--- config.mk ---
export PLATFORM = sky130hd
export DESIGN_NAME = ext_pipe
export DESIGN_NICKNAME = d
export VERILOG_FILES = /design/src/rtl/ext_pipe.sv
export SDC_FILE = /design/constraint.sdc
export NUM_CORES = 1
export LEC_CHECK = 0
export BUFFER_PORTS_ARGS = -buffer_cell sky130_fd_sc_hd__buf_4
export CORE_MARGIN = 5
export CORE_UTILIZATION = 54
export DETAILED_ROUTE_END_ITERATION = 8
export PLACE_DENSITY_LB_ADDON = 0.12
export REMOVE_ABC_BUFFERS = 1
export SYNTH_ARGS = -nofsm -noshare
export SYNTH_HDL_FRONTEND = slang
export SYNTH_SLANG_ARGS = --single-unit
--- constraint.sdc ---
create_clock -name clk -period 1.8 [get_ports clk]
set_input_delay 0 -clock clk [delete_from_list [all_inputs] [get_ports clk]]
set_output_delay 0 -clock clk [all_outputs]
set_load 0.02 [all_outputs]
--- src/rtl/ext_pipe.sv ---
// Registered immediate extender (ZERO/SIGN/HIGH, two-beat CAT) with valid/ready on both sides.
// Latency: one cycle from an accepted result-producing beat to out_valid; a CAT upper half produces no output.
// Backpressure: in_ready = !rst && !flush && (!out_valid || out_ready); out_data is held stable until taken.
//
// Ports:
//   clk, rst             rising-edge clock, asynchronous active-high reset
//   flush                synchronous abort of the pending CAT half and the output word
//   in_valid/in_ready    input handshake for imm + ext_op
//   imm [IMM_W-1:0]      immediate to extend
//   ext_op [OP_W-1:0]    0=ZERO 1=SIGN 2=HIGH 3=CAT (4=SIGN_SHL2 when EXT_SHL2_EN is defined)
//   out_valid/out_ready  output handshake
//   out_data [DATA_W-1:0] extended result
//   cat_busy             high while a CAT upper half is held
//
// Build option: define EXT_SHL2_EN to widen ext_op to 3 bits and add SIGN_SHL2
// (sign-extend then shift left by 2, for branch offsets). Ops 5-7 then behave as ZERO.

module ext_pipe #(
   parameter int IMM_W  = 16,
   parameter int DATA_W = 32
) (
   input  logic                clk,
   input  logic                rst,
   input  logic                flush,
   input  logic                in_valid,
   output logic                in_ready,
   input  logic [IMM_W-1:0]    imm,
`ifdef EXT_SHL2_EN
   input  logic [2:0]          ext_op,
`else
   input  logic [1:0]          ext_op,
`endif
   output logic                out_valid,
   input  logic                out_ready,
   output logic [DATA_W-1:0]   out_data,
   output logic                cat_busy
);

`ifdef EXT_SHL2_EN
   localparam int OP_W = 3;
`else
   localparam int OP_W = 2;
`endif

   localparam int L = DATA_W - IMM_W;

   localparam logic [OP_W-1:0] OP_ZERO = OP_W'(0);
   localparam logic [OP_W-1:0] OP_SIGN = OP_W'(1);
   localparam logic [OP_W-1:0] OP_HIGH = OP_W'(2);
   localparam logic [OP_W-1:0] OP_CAT  = OP_W'(3);
`ifdef EXT_SHL2_EN
   localparam logic [OP_W-1:0] OP_SHL2 = OP_W'(4);
`endif

   generate
      if (DATA_W < 2 * IMM_W) begin : g_bad_width
         $error("ext_pipe: DATA_W must be at least 2*IMM_W");
      end
   endgenerate

   typedef enum logic {
      IDLE    = 1'b0,
      HI_HELD = 1'b1
   } state_t;

   state_t             state;
   logic [IMM_W-1:0]   hi_reg;

   logic               accept;
   logic               take;
   logic [DATA_W-1:0]  ext_word;
   logic [DATA_W-1:0]  cat_word;
   logic [DATA_W-1:0]  sign_word;

   assign in_ready = !rst && !flush && (!out_valid || out_ready);
   assign accept   = in_valid && in_ready;
   assign take     = out_valid && out_ready;

   // Single-beat extension result for the IDLE state.
   always_comb begin
      sign_word = {{L{imm[IMM_W-1]}}, imm};
      ext_word  = {{L{1'b0}}, imm};
      case (ext_op)
         OP_SIGN: ext_word = sign_word;
         OP_HIGH: ext_word = {imm, {L{1'b0}}};
`ifdef EXT_SHL2_EN
         OP_SHL2: ext_word = sign_word << 2;
`endif
         default: ext_word = {{L{1'b0}}, imm};
      endcase
   end

   // Fused constant from the held upper half and the current immediate.
   // Built by slice assignment so DATA_W == 2*IMM_W needs no zero-width pad.
   always_comb begin
      cat_word                = '0;
      cat_word[2*IMM_W-1:0]   = {hi_reg, imm};
   end

   always_ff @(posedge clk or posedge rst) begin
      if (rst) begin
         state     <= IDLE;
         hi_reg    <= '0;
         cat_busy  <= 1'b0;
         out_valid <= 1'b0;
         out_data  <= '0;
      end else if (flush) begin
         // Any concurrent take is void; out_data keeps its last value.
         state     <= IDLE;
         cat_busy  <= 1'b0;
         out_valid <= 1'b0;
      end else if (accept) begin
         if (state == HI_HELD) begin
            // Low half: ext_op is ignored here.
            out_data  <= cat_word;
            out_valid <= 1'b1;
            state     <= IDLE;
            cat_busy  <= 1'b0;
         end else if (ext_op == OP_CAT) begin
            // Upper half only: nothing new for the output stage.
            hi_reg    <= imm;
            state     <= HI_HELD;
            cat_busy  <= 1'b1;
            if (take) begin
               out_valid <= 1'b0;
            end
         end else begin
            out_data  <= ext_word;
            out_valid <= 1'b1;
         end
      end else if (take) begin
         out_valid <= 1'b0;
      end
   end

endmodule

==> results.md, run 1 <==
Logic synthesis:
- Counting flops with an async set or reset pin after synthesis yields a share of 1.00.
- The share of synthesized area in the top cell type comes to 0.501.
- Yosys printed 0 warnings.
- Sorting the synthesized cells by how often they occur yields dfrtp_1, nand2_1, mux2_4, inv_1, mux2i_1.
- Among all flip-flop cells after synthesis, the most frequent one is dfrtp_1.
- Averaged over all synthesized cells, the footprint is 11.7 um^2.
- Among all cell types in the netlist, the one instantiated most often is dfrtp_1.
- In this run, synthesis produced a sequential element count of 51.
- After synthesis, the netlist uses 29 different library cells.
- The gate count after technology mapping is 217.
- The cell area that synthesis handed to floorplanning was 2540 um^2.
- The biggest area contributor in the post-synthesis netlist is dfrtp_1.
- For this run, the register share of the synthesized area comes to 0.501.
- Yosys attributes the largest share of cell area to dfrtp_1, mux2_4, mux2i_1.
- The number of enable-type register cells in the synthesized netlist is 0.

Timing:
- The clock period could shrink to 1.55 ns.
- The final number of hold-violating endpoints is 0.
- The setup slack of the critical path after layout is 0.251 ns.
- In this run the tightest slew margin relative to its limit is 0.554.
- Setup repair after global routing left no endpoint under its margin.
- The worst clock skew on the final layout is 0.0123 ns.
- Dividing the final minimum period by the clock period gives 0.861.
- The maximum clock frequency is 646 MHz.
- The total of endpoints with negative setup slack in the final report is 0.
- The final max-slew violation count is 0.
- The sum of negative setup slack is 0 ns.
- For the pin with the worst max-slew slack, the measured transition is 0.669 ns.

Critical path:
- The worst register-to-register path has a setup slack of 0.25 ns.
- STA puts the critical path data required time at 1.99 ns.
- The end of the worst register-to-register path is hi_reg[1].
- Together, buffers and inverters on the worst path number 0.
- The worst-path cell with the longest stage delay is dfrtp_1.
- Walking the worst path, the cells encountered are nor2b_2, nand4_4, mux2_4.
- The sort of element at the end of the critical path is a flop.
- The endpoint arrival time on the critical path is 1.74 ns.
- The cell type group with the largest total delay on the critical path is simple AND/OR/NAND/NOR gates.
- The kind of launch point of the worst setup path is a flop.
- Of all nets on the critical path, the largest fanout is 17.
- The critical path depth is 3.
- The critical path in this run is classified as reg -> reg.
- The launch point of the worst reg-to-reg path is state.
- The peak per-stage delay on the critical path is 0.46 ns.
- The depth of the most critical reg-to-reg path is 3.

Detailed routing:
- After detailed routing, the number of remaining DRC violations is 0.
- The routed via count is 1,812.
- The detailed router finished its first iteration with 94 violations.
- The total wire length is 5440 um.
- The average wire per standard cell is 15.8 um.
- The count of nets left with antenna violations once routing finished came out at 0.
- The first detailed-routing pass took 4 iterations.
- The ratio of routed vias to standard cells is 5.25.

Job:
- The count of maximum capacitance violations is 0.

Clocking:
- Clock tree synthesis found a total of 51 sinks.
- The number of clock buffers inserted by TritonCTS is 5.
- The maximum clock insertion buffer count is 2.
- The number of buffers inserted by post-CTS setup repair is 0.
- After clock tree synthesis, the clock-pin slew on the worst setup and hold paths is 0.10 ns.
- The number of cells upsized or downsized after cts is 0.
- The H-tree was split into 2 levels.
- TritonCTS built the clock tree.
- The root buffer selected by CTS is clkbuf_8.
- Clock latency on the worst-skew pair, taken at its later pin, is 0.31 ns.

Outcome:
- The flow ran to the end, and the final reports show no timing, DRC or antenna violations.

Global routing:
- The total global-route track usage is 0.190.
- Entering global routing, the biggest net connects 28 pins.
- The global-route track usage on met2 is 0.323.
- The global-route wire length before repair is 9310 um.
- The global-route track usage on met3 is 0.0505.
- The number of global-route vias before repair is 1,927.
- The met1 usage is 0.240.
- The leftover overflow at the end of global routing is 0.
- In this run the most used layer during global routing was met2.
- The number of antenna violations at the first check in global routing is 0.

Layout:
- The finished cells cover 3280 um^2.
- The non-filler instance count after layout is 345.
- The register with the most flip-flops in the layout has 32 of them.
- The ratio of cells with drive above 1 in the final layout is 0.378.
- The net count reported at finish is 316.
- 0 antenna diodes ended up in the layout.
- After filler insertion, the fill cell instance count of the layout stands at 354.
- Measured on the finished design, the core utilization comes to 0.704.
- The area growth from synthesis to layout is 29.0%.

Placed design:
- Counting tap cells, the placed design contains a total of 320 instances.
- The worst setup slack before clock tree synthesis is 0.249 ns.
- During placement, the flow inserted port buffers numbering 57.
- The sum of net half-perimeters after detailed placement is 3580 um.
- At the end of routability-driven placement, the weighted congestion stood at 0.708.
- The area of placed instances is 3010 um^2.

Power:
- Summed over all cells, the static leakage comes to 1.75 nW.
- Dividing total power by cell area gives a power density of 954 nW/um^2.
- The worst-case IR drop observed on VDD is 0.639 mV.

Floorplan:
- 58 I/O pins were placed.
- In this run the vertical extent of the chip is 78.7 um.
- The region available for standard cell placement spans 4660 um^2.
- The die is 78.7 um wide.
- The die area is 6190 um^2.
- The initial utilization of the core area, before any placement, comes to 0.546.
- Row generation in the floorplan step produced 25 rows.

Hold path:
- In this run the worst hold path is classified as in -> reg.
- The worst hold path startpoint is imm[15].
- The worst hold path was traced through 3 stages.
- The sink of the worst hold path is out_data[15].
[cell type report]
type | instances | area [um^2] | share of cell area
repair buffers | 81 | 663 | 0.202
clock buffers | 6 | 82.6 | 0.0252
flip-flops and latches | 51 | 1280 | 0.389
multi-input cells | 130 | 1100 | 0.335
clock inverters | 2 | 16.3 | 0.00495
well taps | 54 | 67.6 | 0.0206
inverters | 21 | 78.8 | 0.0240
[repair_timing]
action                                  in CTS  in global routing
endpoints found under the hold margin       56                  0
endpoints found under the setup margin       0                  0
hold buffers                                17                  0
[how the worst max path moves through the flow]
stage / startpoint / to / slack [ns]
3_3_place_gp: state / hi_reg[5] / 0.28
4_1_cts: state / hi_reg[6] / 0.24
2_1_floorplan: state / out_data[17] / -0.26
3_5_place_dp: state / hi_reg[1] / 0.25
6_report: state / hi_reg[1] / 0.25
5_1_grt: state / out_data[19] / 0.08
[tightest hold or removal path, delay by kind of cell]
| family | cells | cell delay [ns] |
|---|---|---|
| multiplexers | 1 | 0.06 |
| AND/OR/NAND/NOR | 1 | 0.07 |
| buffers and inverters | 1 | 0.18 |
[logic make-up after synthesis]
logic type                 share of synthesized area
DFF                                            0.501
muxes                                          0.237
and+or+nand+nor                               0.0831
AOI/OAI and AO/OA                             0.0969
buffers and inverters                         0.0669
adders and majority gates                     0.0148
[routing by layer]
layer / wire, um / vias to the layer above
met5: 0 / -
met4: 60 / 0
met3: 248 / 7
met2: 2690 / 44
met1: 2440 / 883
li1: - / 878
[where the power goes]
part | switching (mW) | leakage [nW] | internal, mW
Combinational | 0.466 | 1.05 | 0.478
Clock | 0.387 | 0.0474 | 0.314
Sequential | 0.118 | 0.650 | 1.37
[placed cells by master, fill, tap and decap left out, types with 6 or more instances in the layout]
cell,instances
buf_4,63
dfrtp_1,51
nand2_1,32
mux2_4,22
inv_1,20
dlygate4sd3_1,17
mux2i_1,16
a22oi_1,15
o21ai_0,13
mux2_2,10
clkbuf_8,6
[stage by stage]
stage | total power, mW | hold slack, ns
final | 3.13 | 0.0495
after global routing | 3.31 | 0.0642
after CTS | 3.16 | 0.0462
after detailed placement | 2.43 | 0.104
after global placement | 2.41 | 0.102
after floorplan | 2.04 | 0.0631
Power figures use the tool's default switching activity.
==> inputs of run 2 (changes only) <==
--- a/config.mk
+++ b/config.mk
@@ -7,7 +7,7 @@
 export LEC_CHECK = 0
 export BUFFER_PORTS_ARGS = -buffer_cell sky130_fd_sc_hd__buf_4
 export CORE_MARGIN = 5
-export CORE_UTILIZATION = 54
+export CORE_UTILIZATION = 40
 export DETAILED_ROUTE_END_ITERATION = 8
 export PLACE_DENSITY_LB_ADDON = 0.12
 export REMOVE_ABC_BUFFERS = 1
==> results.md, run 2 (synthesis gave the netlist of run 1 again) <==
Clocking:
- The maximum clock insertion buffer count is 2 (unchanged).
- The clock insertion delay at the later pin of the skew report is 0.31 ns (about the same).
- The TritonCTS clock tree is done.
- The total number of H-tree levels is 2 (unchanged).
- The number of cells upsized or downsized after cts is 0 (unchanged).
- The clock transition time at the flip-flop clock pins of the worst setup and hold paths is 0.10 ns (about the same).
- The tree is rooted in a clkbuf_8.
- The clock sink count is 51 (unchanged).
- The number of clock buffers inserted by TritonCTS is 5 (unchanged).

Placed design:
- The sum of net half-perimeters after detailed placement was 3770 um (+5.4%).
- The last weighted congestion value of the routability-driven placer is 0.732 (+3.4%).
- The worst setup slack before clock tree synthesis is 0.177 ns (-0.0717 ns).
- The number of buffers added on ports was 57 (unchanged).

Floorplan:
- The die span in y is 89.8 um (+14%).
- The number of standard-cell rows in the floorplan is 29 (+16%).
- The die outline width is 89.8 um (+14%).
- The die area is 8060 um^2 (+30%).
- The boundary pin count is 58 (unchanged).
- The initial core utilization was 0.405 (-0.141).
- The core outline area is 6280 um^2 (+35%).

Detailed routing:
- The routed via count came to 1,829 (+0.94%).
- The average wire per standard cell came to 16.2 um (+2.6%).
- The total wire length was 5940 um (+9.1%).
- The remaining number of nets flagged by the antenna check after routing is 0 (unchanged).
- The number of violations reported at the end of detailed-routing iteration 0 is 53 (-44%).
- The detailed-route DRC error count is 0 (unchanged).
- The ratio of routed vias to standard cells is 4.98 (-5.1%).
- The number of detailed-routing iterations run before antenna repair came to 4 (unchanged).

Power:
- The static power due to leakage was 1.75 nW (+0.16%).
- The total power per unit cell area is 939 nW/um^2 (-1.7%).
- The worst IR drop on VDD is 0.485 mV (-24%).

Global routing:
- The number of global-route vias before repair is 1,932 (+0.26%).
- The number of antenna violations at the first check in global routing is 0 (unchanged).
- The global-route wire length before repair is 10,100 um (+8.0%).
- The pin count of the biggest net entering global routing is 31 (+11%).
- The leftover overflow at the end of global routing is 0 (unchanged).
- The total global-route track usage is 0.153 (-0.0375).

Layout:
- The flip-flop count of the largest register, all copies and words added was 32 (unchanged).
- The diode insertion count for antenna repair is 0 (unchanged).
- The top cell types in the final layout, fill and taps aside, are buf_4, dfrtp_1, nand2_1, mux2_4, inv_1.
- The number of filler cells placed in the layout was 568 (+60%).
- The ratio of cells with drive above 1 in the final layout is 0.376 (-0.00214).
- The net count reported at finish came to 316 (unchanged).
- The area growth from synthesis to layout is 30.0%.
- The library cell used most frequently in the layout, excluding fill and tap cells, is buf_4.

Timing:
- The total of endpoints with negative setup slack in the final report is 0 (unchanged).
- The final max-slew violation count is 0 (unchanged).
- The maximum clock frequency is 618 MHz (-4.3%).
- The worst clock skew on the final layout was 0.00925 ns (-0.00306 ns).
- The setup slack of the critical path after layout came to 0.181 ns (-0.0699 ns).
- The time the worst path needs with I/O delays and setup was 1.62 ns (+0.0699 ns).
- The share of the clock period used by the worst path is 0.899 (+0.0389).
- The worst slew margin relative to its limit is 0.537 (-0.0167).
- The final hold slack is 0.0486 ns (-0.000854 ns).
- Setup repair after global routing left no endpoint under its margin.
- The final number of hold-violating endpoints is 0 (unchanged).
- The actual slew at the worst max-slew pin is 0.694 ns (+0.0251 ns).

Outcome:
- The run finished with clean final reports.

Critical path:
- The endpoint arrival time on the critical path was 1.83 ns (+0.09 ns).
- The kind of launch point of the worst setup path is a flop.
- The class of the most critical setup path is reg -> reg.
- The setup slack of the most critical reg-to-reg path is 0.18 ns (-0.07 ns).
- The required time of the critical path is 2.01 ns (+0.02 ns).
- The worst setup path is captured at a flop.
- The biggest fanout along the worst timing path is 15 (-2).

Job:
- The count of maximum capacitance violations came to 0 (unchanged).

Hold path:
- The class of the worst hold path is in -> reg.
==> run 2: cell types whose count changed in the layout (fill, tap and decap cells not counted) <==
cell,change
clkinv_2,+1
clkinvlp_4,-1
clkbuf_8,-1
buf_4,-1
buf_12,+1
==> run 2: worst paths after layout <==
path                            start           end  cells past startpoint
max                             state  out_data[20]                      3
max reg2reg                     state  out_data[20]                      3
max in group asynchronous         rst     hi_reg[8]                      4
min                           imm[15]  out_data[15]                      3
min in group asynchronous         rst    hi_reg[12]                      3
min reg2reg                hi_reg[14]    hi_reg[14]                      1
==> run 2: final cells by class <==
type / count / area [um^2] / area share
Clock buffer: 5 / 68.8 / 0.0208
Clock inverter: 2 / 13.8 / 0.00416
Inverter: 21 / 78.8 / 0.0238
Multi-Input combinational cell: 130 / 1100 / 0.332
Sequential cell: 51 / 1280 / 0.386
Tap cell: 77 / 96.3 / 0.0291
Timing Repair Buffer: 81 / 676 / 0.204
==> run 2: critical path, stage by stage, from the launching register on <==
cell	delay (ns)
dfrtp_1	0.52
or2_1	0.51
o21ai_0	0.19
mux2_4	0.29
==> run 2: power breakdown <==
part	switching, mW	internal, mW	leakage [nW]
clock network	0.397	0.267	0.0440
registers	0.129	1.37	0.650
logic	0.462	0.479	1.06
total	0.988	2.12	1.75
==> run 2: timing repair <==
action | 4_1_cts | 5_1_grt
hold buffers | 17 | 0
endpoints found under the hold margin | 52 | 0
buffers inserted | 0 | 0
==> run 2: stage by stage <==
| step | utilization | total power [mW] | instance area, um^2 | std cells | setup TNS (ns) |
|---|---|---|---|---|---|
| global placement | 0.487 | 2.43 | 3060 | 343 | 0 |
| finish | 0.527 | 3.11 | 3310 | 367 | 0 |
| floorplan | - | 2.04 | 2450 | 202 | -4.42 |
| detailed placement | 0.487 | 2.44 | 3060 | 343 | 0 |
| global route | 0.527 | 3.28 | 3310 | 367 | 0 |
| CTS | 0.527 | 3.13 | 3310 | 367 | 0 |
==> run 2: routing by layer <==
metal	track usage	wire, um	share of wire
met5	0	0	0
met4	0.0529	110	0.019
met3	0.0401	307	0.052
met2	0.241	2730	0.46
met1	0.202	2780	0.47
